### src/rtl/mult_share_arbiter_if.sv
// Bundle of requester, multiplier and response channels shared by the arbiter and its environment.
// The arbiter connects through the slave modport; the surrounding logic uses master.
interface mult_share_arbiter_if #(
    parameter int N_REQ = 4,
    parameter int ID_W  = 2
);
    logic [N_REQ-1:0]    req_valid;
    logic [N_REQ-1:0]    req_ready;
    logic [32*N_REQ-1:0] req_a;
    logic [32*N_REQ-1:0] req_b;
    logic [N_REQ-1:0]    req_signed;

    logic                mul_start;
    logic [31:0]         mul_op_a;
    logic [31:0]         mul_op_b;
    logic                mul_signed;
    logic                mul_done;
    logic [63:0]         mul_product;

    logic                rsp_valid;
    logic                rsp_ready;
    logic [ID_W-1:0]     rsp_id;
    logic [63:0]         rsp_product;
    logic                rsp_err;
    logic                busy;

    modport slave (
        input  req_valid, req_a, req_b, req_signed,
        input  mul_done, mul_product, rsp_ready,
        output req_ready, mul_start, mul_op_a, mul_op_b, mul_signed,
        output rsp_valid, rsp_id, rsp_product, rsp_err, busy
    );

    modport master (
        output req_valid, req_a, req_b, req_signed,
        output mul_done, mul_product, rsp_ready,
        input  req_ready, mul_start, mul_op_a, mul_op_b, mul_signed,
        input  rsp_valid, rsp_id, rsp_product, rsp_err, busy
    );
endinterface

### src/rtl/mult_share_arbiter.sv
// Round-robin arbiter sharing one sequential 32x32 multiplier among N_REQ requesters,
// with a tagged response channel and a watchdog for a multiplier that never answers.
module mult_share_arbiter #(
    parameter int N_REQ       = 4,
    parameter int ID_W        = 2,
    parameter int TIMEOUT_CYC = 64
) (
    input  logic                 clk,
    input  logic                 reset,
    mult_share_arbiter_if.slave  bus
);
    localparam int CNT_W = $clog2(TIMEOUT_CYC);
    localparam logic [CNT_W-1:0] WDOG_LAST = CNT_W'(TIMEOUT_CYC - 1);
    localparam logic [ID_W-1:0]  LAST_ID   = ID_W'(N_REQ - 1);

    typedef enum logic [1:0] {IDLE, ISSUE, WAIT, RESP} state_t;

    state_t           r_state;
    logic [ID_W-1:0]  r_rr_ptr;
    logic [ID_W-1:0]  r_rsp_id;
    logic [31:0]      r_op_a;
    logic [31:0]      r_op_b;
    logic             r_op_signed;
    logic [63:0]      r_rsp_product;
    logic             r_rsp_err;
    logic             r_rsp_valid;
    logic             r_mul_start;
    logic             r_busy;
    logic [CNT_W-1:0] r_wdog;

    logic [N_REQ-1:0] w_rot;
    logic             w_grant_any;
    logic [ID_W-1:0]  w_winner;
    logic [ID_W-1:0]  w_next_ptr;
    logic [N_REQ-1:0] w_ready;
    logic [31:0]      w_a [N_REQ];
    logic [31:0]      w_b [N_REQ];

    // Rotate so bit 0 is the requester at rr_ptr; the lowest set bit then wins.
    assign w_rot = (bus.req_valid >> r_rr_ptr) | (bus.req_valid << (N_REQ - int'(r_rr_ptr)));

    always_comb begin
        w_grant_any = 1'b0;
        w_winner    = '0;
        for (int k = N_REQ - 1; k >= 0; k--) begin
            if (w_rot[k]) begin
                w_grant_any = 1'b1;
                w_winner    = ID_W'((int'(r_rr_ptr) + k) % N_REQ);
            end
        end
    end

    assign w_next_ptr = (w_winner == LAST_ID) ? '0 : w_winner + 1'b1;

    for (genvar gi = 0; gi < N_REQ; gi++) begin : g_req
        assign w_a[gi]     = bus.req_a[32*gi +: 32];
        assign w_b[gi]     = bus.req_b[32*gi +: 32];
        assign w_ready[gi] = !reset && (r_state == IDLE) && w_grant_any
                             && (w_winner == ID_W'(gi));
    end

    always_ff @(posedge clk or posedge reset) begin
        if (reset) begin
            r_state       <= IDLE;
            r_rr_ptr      <= '0;
            r_rsp_id      <= '0;
            r_op_a        <= '0;
            r_op_b        <= '0;
            r_op_signed   <= 1'b0;
            r_rsp_product <= '0;
            r_rsp_err     <= 1'b0;
            r_rsp_valid   <= 1'b0;
            r_mul_start   <= 1'b0;
            r_busy        <= 1'b0;
            r_wdog        <= '0;
        end else begin
            case (r_state)
                IDLE: begin
                    if (w_grant_any) begin
                        r_op_a      <= w_a[w_winner];
                        r_op_b      <= w_b[w_winner];
                        r_op_signed <= bus.req_signed[w_winner];
                        r_rsp_id    <= w_winner;
                        r_rr_ptr    <= w_next_ptr;
                        r_mul_start <= 1'b1;
                        r_busy      <= 1'b1;
                        r_state     <= ISSUE;
                    end
                end
                ISSUE: begin
                    r_mul_start <= 1'b0;
                    r_wdog      <= '0;
                    r_state     <= WAIT;
                end
                WAIT: begin
                    // A completion in the timeout cycle still delivers its product.
                    if (bus.mul_done) begin
                        r_rsp_product <= bus.mul_product;
                        r_rsp_err     <= 1'b0;
                        r_rsp_valid   <= 1'b1;
                        r_state       <= RESP;
                    end else if (r_wdog == WDOG_LAST) begin
                        r_rsp_product <= '0;
                        r_rsp_err     <= 1'b1;
                        r_rsp_valid   <= 1'b1;
                        r_state       <= RESP;
                    end else begin
                        r_wdog <= r_wdog + 1'b1;
                    end
                end
                RESP: begin
                    if (bus.rsp_ready) begin
                        r_rsp_valid <= 1'b0;
                        r_busy      <= 1'b0;
                        r_state     <= IDLE;
                    end
                end
                default: r_state <= IDLE;
            endcase
        end
    end

    assign bus.req_ready   = w_ready;
    assign bus.mul_start   = r_mul_start;
    assign bus.mul_op_a    = r_op_a;
    assign bus.mul_op_b    = r_op_b;
    assign bus.mul_signed  = r_op_signed;
    assign bus.rsp_valid   = r_rsp_valid;
    assign bus.rsp_id      = r_rsp_id;
    assign bus.rsp_product = r_rsp_product;
    assign bus.rsp_err     = r_rsp_err;
    assign bus.busy        = r_busy;
endmodule
### src/flat_wrapper.sv
// flat-port wrapper written by rule: the top's interface ports become plain ports
module mult_share_arbiter_flat 
#(
    parameter int N_REQ       = 4,
    parameter int ID_W        = 2,
    parameter int TIMEOUT_CYC = 64
)
  (clk, reset, bus_req_valid, bus_req_a, bus_req_b, bus_req_signed, bus_mul_done, bus_mul_product, bus_rsp_ready, bus_req_ready, bus_mul_start, bus_mul_op_a, bus_mul_op_b, bus_mul_signed, bus_rsp_valid, bus_rsp_id, bus_rsp_product, bus_rsp_err, bus_busy);
  mult_share_arbiter_if #(.N_REQ(N_REQ), .ID_W(ID_W)) bus_i ();
  input  logic clk;
  input  logic reset;
  input wire logic [$bits(bus_i.req_valid)-1:0] bus_req_valid;
  input wire logic [$bits(bus_i.req_a)-1:0] bus_req_a;
  input wire logic [$bits(bus_i.req_b)-1:0] bus_req_b;
  input wire logic [$bits(bus_i.req_signed)-1:0] bus_req_signed;
  input wire logic [$bits(bus_i.mul_done)-1:0] bus_mul_done;
  input wire logic [$bits(bus_i.mul_product)-1:0] bus_mul_product;
  input wire logic [$bits(bus_i.rsp_ready)-1:0] bus_rsp_ready;
  output wire logic [$bits(bus_i.req_ready)-1:0] bus_req_ready;
  output wire logic [$bits(bus_i.mul_start)-1:0] bus_mul_start;
  output wire logic [$bits(bus_i.mul_op_a)-1:0] bus_mul_op_a;
  output wire logic [$bits(bus_i.mul_op_b)-1:0] bus_mul_op_b;
  output wire logic [$bits(bus_i.mul_signed)-1:0] bus_mul_signed;
  output wire logic [$bits(bus_i.rsp_valid)-1:0] bus_rsp_valid;
  output wire logic [$bits(bus_i.rsp_id)-1:0] bus_rsp_id;
  output wire logic [$bits(bus_i.rsp_product)-1:0] bus_rsp_product;
  output wire logic [$bits(bus_i.rsp_err)-1:0] bus_rsp_err;
  output wire logic [$bits(bus_i.busy)-1:0] bus_busy;
  assign bus_i.req_valid = bus_req_valid;
  assign bus_i.req_a = bus_req_a;
  assign bus_i.req_b = bus_req_b;
  assign bus_i.req_signed = bus_req_signed;
  assign bus_i.mul_done = bus_mul_done;
  assign bus_i.mul_product = bus_mul_product;
  assign bus_i.rsp_ready = bus_rsp_ready;
  assign bus_req_ready = bus_i.req_ready;
  assign bus_mul_start = bus_i.mul_start;
  assign bus_mul_op_a = bus_i.mul_op_a;
  assign bus_mul_op_b = bus_i.mul_op_b;
  assign bus_mul_signed = bus_i.mul_signed;
  assign bus_rsp_valid = bus_i.rsp_valid;
  assign bus_rsp_id = bus_i.rsp_id;
  assign bus_rsp_product = bus_i.rsp_product;
  assign bus_rsp_err = bus_i.rsp_err;
  assign bus_busy = bus_i.busy;
  mult_share_arbiter #(.N_REQ(N_REQ), .ID_W(ID_W), .TIMEOUT_CYC(TIMEOUT_CYC)) u_core (.clk(clk), .reset(reset), .bus(bus_i));
endmodule
### config.mk
export PLATFORM = sky130hd
export DESIGN_NAME = mult_share_arbiter_flat
export DESIGN_NICKNAME = d
export VERILOG_FILES = /design/src/rtl/mult_share_arbiter_if.sv /design/src/rtl/mult_share_arbiter.sv /design/src/flat_wrapper.sv
export SDC_FILE = /design/constraint.sdc
export NUM_CORES = 1
export LEC_CHECK = 0
export BUFFER_PORTS_ARGS = -buffer_cell sky130_fd_sc_hd__buf_2
export CAP_MARGIN = 20
export CELL_PAD_IN_SITES_DETAIL_PLACEMENT = 1
export CELL_PAD_IN_SITES_GLOBAL_PLACEMENT = 1
export CORE_MARGIN = 5
export CORE_UTILIZATION = 30
export DETAILED_ROUTE_END_ITERATION = 8
export GPL_TIMING_DRIVEN = 0
export PLACE_DENSITY = 0.75
export SETUP_SLACK_MARGIN = 0.1
export SLEW_MARGIN = 30
export SYNTH_ARGS = -nofsm -noshare
export SYNTH_HDL_FRONTEND = slang
export SYNTH_SLANG_ARGS = --single-unit
### constraint.sdc
create_clock -name clk -period 5.17 [get_ports clk]
set_input_delay 1.2925 -clock clk [delete_from_list [all_inputs] [get_ports clk]]
set_output_delay 1.2925 -clock clk [all_outputs]
set_load 0.01 [all_outputs]
==> implementation parameters, run 1 <==
Parameter                              Value

Cells and area
  Share of final-layout standard cells stronger than drive strength 1    0.415
  Layout overhead on the synthesized area    41.5%
  Number of standard cells in the layout, taps in and fillers out    about 1800
  Final #Nets    1766
  Layout Cell Area excl Fill    12500 um^2

Synthesis
  Seq/Total Area, Yosys    0.412
  Post-synth EDFFs    0
  Mean instance size in the synthesized netlist    around 9.5 um^2
  Largest area contributor in the synthesized netlist    sky130_fd_sc_hd__dfrtp_1
  Synthesized instance count    between 900 and 1000
  Fraction of post-synthesis cell area in the top cell type by area    0.412
  Top cells by area in the synthesized netlist    sky130_fd_sc_hd__dfrtp_1 (41%), sky130_fd_sc_hd__o211ai_1 (11%), sky130_fd_sc_hd__nand2_1 (8.6%)
  Proportion of synthesized flip-flops having asynchronous set or reset    1.00
  Synth warn    0
  Mapped Nets    1264
  Post-synthesis register bit count    145
  Commonest register cell after synthesis    sky130_fd_sc_hd__dfrtp_1
  Netlist area before placement    slightly below 9000 um^2
  Number of distinct standard cells referenced by the synthesized netlist    50

Detailed routing
  Post-DR wirelength/cell    ~23 um
  Uppermost layer routed    met5
  Average vias per placed instance    around 5.3
  WL final    about 42 mm
  # DRC    0
  First drt pass iteration count    4
  Starting DRC count in detailed routing    between 300 and 400
  Met3 Wirelength    about 3.3 mm
  Total number of vias    just under 10000
  Post-route met1 wirelength    16.0 mm
  Antenna-violating nets left    0
  Wire length on met2    21.6 mm

Global routing
  Initial antenna violation count    15
  Via count of the first global-routing pass    between 10000 and 15000
  Global-route wire length before repair    62.7 mm
  Maximum number of pins on one net before global-route repair    29
  GR Overflow Total    0
  Aggregate global-route resource usage    0.245

Die
  Area of the core    approximately 29000 um^2
  Vertical extent of the die    around 180 um
  Total Die Area    32900 um^2
  Starting density of the core    0.305
  Number of rows created at floorplan    between 60 and 70
  Ports placed on the boundary    roughly 470
  Die width    roughly 180 um

CTS
  Worst skew pair latency    about 0.42 ns
  Number of buffers added by the clock tree synthesis step    17
  TritonCTS clock tree    built
  Sinks on Clock Net    approximately 150
  Level count of the clock H-tree    4
  Hold_buf cts    0
  Number of buffers on the longest clock path    2
  Root buffer selected by CTS    sky130_fd_sc_hd__clkbuf_16
  Register clock-pin slew on the reported worst setup and hold paths    approximately 0.080 ns

Pwr
  Worst VDD drop    approximately 0.00035 V
  Switching power total    between 0.004 and 0.005 W
  Cell internal pwr    0.00482 W
  Clock network power share    0.138
  Proportion of power drawn by flip-flops and latches    0.215
  Power density normalized to cell area    738 nW/um^2
  Switching portion of total power    0.476
  Leakage power figure    ~6.3 nW
  Fraction of power consumed by combinational cells    0.647

Timing
  Maximum clock frequency    around 200 MHz
  RSZ-0062 raised after global routing    false
  Final Max Tran Viols    0
  Number of endpoints failing setup at the final stage    0
  Number of failing hold endpoints at the final stage    0
  Fin crit period    4.90 ns
  Share of the cycle needed by the critical path after routing    0.947
  Transition time at the pin with the least slew margin    0.957 ns
  Hold WS    between 0.4 and 0.5 ns
  Fin Clk Skew    0.0136 ns
  Worst relative slew slack    0.358

Critical path
  Worst Path Max Fanout    10
  Setup crit start kind    flop
  Slowest Stage Delay on Critical Path    0.37 ns
  Critical path type    reg2out
  Worst path cell trace    buf_4, buf_6, clkbuf_8, inv_1, ha_2, or2_4, o221a_4, o211a_1, nand2_1, o21a_1, buf_4, buf_12, buf_12, inv_1, ha_1, and2_1, buf_2
  Arrival time at the worst endpoint    around 3.6 ns
  Req. time, crit path    3.88 ns
  Crit end category    primary output
  Slowest cell on the critical path    sky130_fd_sc_hd__dfrtp_1

Run status
  Status    finished clean

Placed design
  Placed cell count    about 1800
  Routability Congestion    ~0.9
  Post-DP HPWL    approximately 33 mm
  DP Area    around 12000 um^2
  Port bufs    470

Flow run
  Max-capacitance violation count    0

Worst hold path
  Hold Crit Class    reg2reg
==> metal layers <==
layer / track usage / vias to the layer above
met2: 0.443 / 380
met1: 0.271 / 4758
met4: 0.0811 / 16
met5: 0 / -
met3: 0.0778 / 70
li1: - / 4416
==> cells in the final DEF (no fill, tap or decap), drive strengths merged, types with 2 or more instances in the layout <==
master	Yosys	layout
dfrtp	145	145
a22o	66	66
nand2b	4	4
o21ai	12	12
nand3	69	69
nand2	202	202
and3	5	5
a21boi	2	2
nand3b	2	2
mux2i	70	70
ha	8	8
nor2b	3	3
clkinvlp	0	5
or2	2	2
diode	0	7
o21a	3	3
xor2	2	2
and2	5	5
clkbuf	47	65
a211oi	2	2
buf	33	515
a2bb2oi	2	2
mux2	64	64
o221a	2	2
inv	11	18
o211ai	130	130
a2111oi	2	2
a21oi	6	6
nor2	16	16
==> worst max-delay path: cells and delay by family (launching register included) <==
family	cells	cell delay [ns]
adder cells (fa/ha/maj)	2	0.49
buffers and inverters	9	1.17
AO/OA/AOI/OAI	3	0.62
AND/OR/NAND/NOR	3	0.52
flip-flops	1	0.37
==> through the flow <==
step           utilization  power [W]  worst slack [ns]  TNS (ns)
6_report             0.432    0.00919             0.273         0
5_1_grt              0.432    0.00982             0.111         0
4_1_cts              0.429    0.00922             0.117         0
3_5_place_dp         0.407    0.00781            -0.238    -0.596
3_3_place_gp         0.403    0.00762            -0.165    -0.335
2_1_floorplan            -    0.00572             0.789         0
==> kinds of logic after synthesis <==
group | after synthesis | synth area share
buf+inv | 91 | 0.0509
xor+xnor | 3 | 0.00298
flops | 145 | 0.412
compound gates | 233 | 0.211
simple gates | 310 | 0.150
mux | 134 | 0.162
fa+ha+maj | 8 | 0.0114
==> layout make-up <==
cell class / count / area, um^2
Fill cell: 3508 / 16400
Multi-Input combinational cell: 688 / 4760
Sequential cell: 145 / 3630
Timing Repair Buffer: 483 / 2520
Tap cell: 384 / 480
Buffer: 80 / 439
Clock buffer: 17 / 425
Clock inverter: 14 / 144
Inverter: 11 / 45.0
Antenna cell: 7 / 17.5
==> path summary, 6_finish.rpt <==
path / cells after the start / slack [ns] / startpoint / to
setup / recovery: 17 / 0.27 / u_core.r_rr_ptr[0] / bus_req_ready[1]
hold / removal: 2 / 0.49 / u_core.bus.rsp_id[1] / u_core.bus.rsp_id[1]
setup reg to reg: 13 / 1.49 / u_core.r_rr_ptr[0] / u_core.bus.mul_op_a[6]
hold reg to reg: 2 / 0.49 / u_core.bus.rsp_id[1] / u_core.bus.rsp_id[1]
max in group asynchronous: 6 / 3.04 / reset / u_core.bus.mul_op_a[18]
min in group asynchronous: 2 / 0.96 / reset / u_core.bus.mul_op_a[2]
==> power by group through the flow <==
stage	clock network, W	logic (W)	registers (W)
6_report	0.00127	0.00595	0.00197
5_1_grt	0.00134	0.00645	0.00203
4_1_cts	0.00130	0.00596	0.00197
3_5_place_dp	0	0.00582	0.00199
3_3_place_gp	0	0.00565	0.00197
2_1_floorplan	0	0.00352	0.00220
==> flip-flops by register name (all words and copies together) (netlist names) <==
signal                  flops
u_core.bus.mul_signed       1
u_core.bus.rsp_product     64
u_core.r_wdog               6
u_core.r_state              2
u_core.bus.rsp_id           2
u_core.bus.mul_start        1
u_core.bus.busy             1
u_core.r_rr_ptr             2
u_core.bus.rsp_err          1
u_core.bus.rsp_valid        1
u_core.bus.mul_op_b        32
u_core.bus.mul_op_a        32
==> cells in the mapped netlist, types with 3 or more instances <==
library cell               count
sky130_fd_sc_hd__nand2_1     201
sky130_fd_sc_hd__dfrtp_1     145
sky130_fd_sc_hd__o211ai_1    129
sky130_fd_sc_hd__mux2i_1      69
sky130_fd_sc_hd__nand3_1      69
sky130_fd_sc_hd__a22o_1       66
sky130_fd_sc_hd__clkbuf_1     47
sky130_fd_sc_hd__mux2_2       38
sky130_fd_sc_hd__mux2_1       26
sky130_fd_sc_hd__buf_2        16
sky130_fd_sc_hd__nor2_1       16
sky130_fd_sc_hd__buf_6        11
sky130_fd_sc_hd__inv_1        11
sky130_fd_sc_hd__o21ai_0       9
sky130_fd_sc_hd__ha_1          8
sky130_fd_sc_hd__a21oi_1       5
sky130_fd_sc_hd__and3_1        5
sky130_fd_sc_hd__buf_1         5
sky130_fd_sc_hd__and2_1        4
sky130_fd_sc_hd__nand2b_1      4
sky130_fd_sc_hd__nor2b_1       3
sky130_fd_sc_hd__o21a_1        3
==> what timing repair did <==
action                     4_1_cts  5_1_grt
pin swaps                        1        0
setup endpoints to repair        4        4
gates resized for setup         10        4
setup buffers                    4        4
(Power assumes the default switching activity.)
==> run 2: changes to the inputs <==
==> constraint.sdc (replaced) <==
create_clock -name clk -period 5.17 [get_ports clk]
set_input_delay 0 -clock clk [delete_from_list [all_inputs] [get_ports clk]]
set_output_delay 0 -clock clk [all_outputs]
set_load 0.01 [all_outputs]
==> run 2 against run 1 <==
Net effect:
- final cell count increased by 16%
- clock skew rose by 0.0056 ns
- worst hold slack got worse by 0.47 ns
- flip-flop and latch count is the same
- maximum frequency up 1.8%
- sequential power up 4%
- sequential share of layout area shrank 5.4 points
- clock power barely moved
- register-to-register slack got worse by 1.1 ns
- setup slack improved by 0.087 ns
- routed wire length is 29% higher
- design area rose by 23%
==> implementation parameters, run 2 (synthesis gave the netlist of run 1 again) <==
Parameter                              Value

Run status
  Status    finished clean

Pwr
  Fraction of power consumed by combinational cells    0.679
  Cell internal pwr    ~0.0053 W
  Switching portion of total power    0.484
  Worst VDD drop    just over 0.0003 V
  Leakage power figure    approximately 7.4 nW
  Clock network power share    0.123
  Switching power total    roughly 0.0050 W
  Power density normalized to cell area    between 600 and 700 nW/um^2
  Proportion of power drawn by flip-flops and latches    0.198

Critical path
  Arrival time at the worst endpoint    approximately 5.1 ns
  Reg2reg setup slack    roughly 0.36 ns
  Crit path launch    u_core.r_rr_ptr[0]
  Worst Reg-to-Reg Cells    15
  Req. time, crit path    5.50 ns
  Worst Path Max Fanout    10
  Reg2reg start    u_core.r_rr_ptr[0]
  Setup crit start kind    flop
  Crit end category    flop
  Critical path type    reg2reg
  Capturing point of the worst reg2reg path    u_core.bus.mul_op_b[4]

Detailed routing
  # DRC    0
  First drt pass iteration count    5
  Post-DR wirelength/cell    between 20 and 30 um
  Wire length on met2    roughly 27 mm
  Uppermost layer routed    met5
  Total number of vias    11786
  Antenna-violating nets left    0
  Starting DRC count in detailed routing    773
  Post-route met1 wirelength    just under 20 mm
  Average vias per placed instance    between 5 and 6
  WL final    roughly 54 mm
  Met3 Wirelength    approximately 4.3 mm

Cells and area
  Most common cell after layout, fill and taps aside    sky130_fd_sc_hd__buf_2
  Count of filler cells inserted in the layout    around 3400
  Area of the multi-input gates    4730 um^2
  Final #Nets    between 2000 and 2500
  Number of standard cells in the layout, taps in and fillers out    about 2100
  Leading cell types in the layout, fill and taps excluded    sky130_fd_sc_hd__buf_2 (486), sky130_fd_sc_hd__dlygate4sd3_1 (299), sky130_fd_sc_hd__nand2_1 (201)
  Layout overhead on the synthesized area    73.7%
  Share of final-layout standard cells stronger than drive strength 1    0.340
  Max reg flops    64
  Sequential cell area in the final layout    between 3000 and 4000 um^2

CTS
  TritonCTS clock tree    built
  Worst skew pair latency    approximately 0.43 ns
  Number of buffers added by the clock tree synthesis step    17
  Sinks on Clock Net    between 100 and 150
  Level count of the clock H-tree    4
  Register clock-pin slew on the reported worst setup and hold paths    approximately 0.080 ns
  Number of setup buffers added after CTS    0
  Root buffer selected by CTS    sky130_fd_sc_hd__clkbuf_16
  Number of buffers on the longest clock path    2

Timing
  Maximum clock frequency    around 210 MHz
  Number of endpoints failing setup at the final stage    0
  Final setup slack of the worst path    ~0.36 ns
  RSZ-0062 raised after global routing    false
  Fin crit period    about 4.8 ns
  Share of the cycle needed by the critical path after routing    0.930
  Transition time at the pin with the least slew margin    roughly 0.82 ns
  Final Max Tran Viols    0
  Hold WS    0.0135 ns
  Fin Clk Skew    between 0.015 and 0.02 ns
  Worst relative slew slack    0.451
  Number of failing hold endpoints at the final stage    0

Global routing
  Global-route wire length before repair    just over 80 mm
  GR Overflow Total    0
  Aggregate global-route resource usage    0.316
  Initial antenna violation count    17
  Via count of the first global-routing pass    roughly 13000
  Maximum number of pins on one net before global-route repair    89

Worst hold path
  Worst hold path stage count    4
  Hold path start    bus_req_a[19]
  Hold Crit Endpoint    u_core.bus.mul_op_a[19]
  Hold Crit Class    in2reg

Die
  Area of the core    28900 um^2
  Number of rows created at floorplan    62
  Ports placed on the boundary    about 470
  Starting density of the core    0.305
  Vertical extent of the die    roughly 180 um
  Total Die Area    approximately 33000 um^2
  Die width    181 um

Placed design
  Port bufs    470
  Setup WS pre-CTS    roughly 0.7 ns
  Post-DP HPWL    33.1 mm
  Placed cell count    ~1800
  Routability Congestion    between 0.8 and 0.9

Flow run
  Max-capacitance violation count    0
run 2: cell types whose count changed in the layout (fill, tap and decap cells not counted), moves of 2 or more:
cell / change
sky130_fd_sc_hd__buf_12: -6
sky130_fd_sc_hd__buf_2: +2
sky130_fd_sc_hd__buf_4: -9
sky130_fd_sc_hd__buf_6: +2
sky130_fd_sc_hd__clkinv_4: +2
sky130_fd_sc_hd__clkinv_8: +2
sky130_fd_sc_hd__clkinvlp_4: -4
sky130_fd_sc_hd__diode_2: +9
sky130_fd_sc_hd__dlygate4sd3_1: +299
run 2: area by class of cell:
| type | count | area share |
|---|---|---|
| antenna | 16 | 0.00262 |
| buffer | 80 | 0.0269 |
| clock buffer | 18 | 0.0287 |
| clock inverter | 14 | 0.00924 |
| inverter | 11 | 0.00319 |
| multi-input combinational | 688 | 0.309 |
| sequential | 145 | 0.237 |
| tap | 384 | 0.0314 |
| timing repair buffer | 770 | 0.351 |
run 2: per-stage QoR:
| stage | area [um^2] | total power, W | setup TNS (ns) | utilization |
|---|---|---|---|---|
| after floorplan | 8810 | 0.00572 | 0 | - |
| after global placement | 11600 | 0.00767 | -127.74 | 0.403 |
| after detailed placement | 11700 | 0.00784 | 0 | 0.405 |
| after CTS | 15200 | 0.00993 | 0 | 0.528 |
| after global routing | 15300 | 0.0109 | 0 | 0.530 |
| final | 15300 | 0.0104 | 0 | 0.530 |
run 2: metal layers:
| metal | track usage | up-vias |
|---|---|---|
| li1 | - | 5000 |
| met4 | 0.177 | 6 |
| met3 | 0.0740 | 204 |
| met2 | 0.576 | 796 |
| met1 | 0.334 | 5780 |
| met5 | 0 | - |
run 2: how the worst max path moves through the flow:
| stage | end | cells after the start |
|---|---|---|
| after floorplan | u_core.bus.busy | 1 |
| after global placement | u_core.bus.rsp_product[59] | 2 |
| after detailed placement | u_core.bus.mul_op_a[4] | 12 |
| after CTS | u_core.bus.mul_op_b[27] | 16 |
| after global routing | u_core.bus.mul_op_a[26] | 16 |
| final | u_core.bus.mul_op_b[4] | 15 |
run 2: power by group through the flow:
stage / Sequential (W) / Combinational (W) / Clock, W
2_1_floorplan: 0.00220 / 0.00352 / 0
3_3_place_gp: 0.00198 / 0.00569 / 0
3_5_place_dp: 0.00200 / 0.00584 / 0
4_1_cts: 0.00198 / 0.00665 / 0.00130
5_1_grt: 0.00209 / 0.00744 / 0.00135
6_report: 0.00205 / 0.00703 / 0.00128
run 2: critical path, cell delays in order (launching register included):
cell                            delay (ns)
sky130_fd_sc_hd__dfrtp_1              0.35
sky130_fd_sc_hd__buf_4                0.16
sky130_fd_sc_hd__buf_6                0.15
sky130_fd_sc_hd__clkbuf_4             0.26
sky130_fd_sc_hd__inv_1                0.12
sky130_fd_sc_hd__ha_1                 0.41
sky130_fd_sc_hd__or2_2                0.38
sky130_fd_sc_hd__o221a_4              0.27
sky130_fd_sc_hd__o211ai_4             0.47
sky130_fd_sc_hd__clkbuf_1             0.49
sky130_fd_sc_hd__nand2_1              0.16
sky130_fd_sc_hd__nand3_1              0.12
sky130_fd_sc_hd__dlygate4sd3_1        0.56
sky130_fd_sc_hd__o211ai_1             0.08
sky130_fd_sc_hd__dlygate4sd3_1        0.61
sky130_fd_sc_hd__o211ai_1             0.11
run 2: timing repair:
action,CTS,global route
hold buffers,299,0
resized for setup,0,5
setup endpoints to repair,0,15
endpoints found under the hold margin,189,0
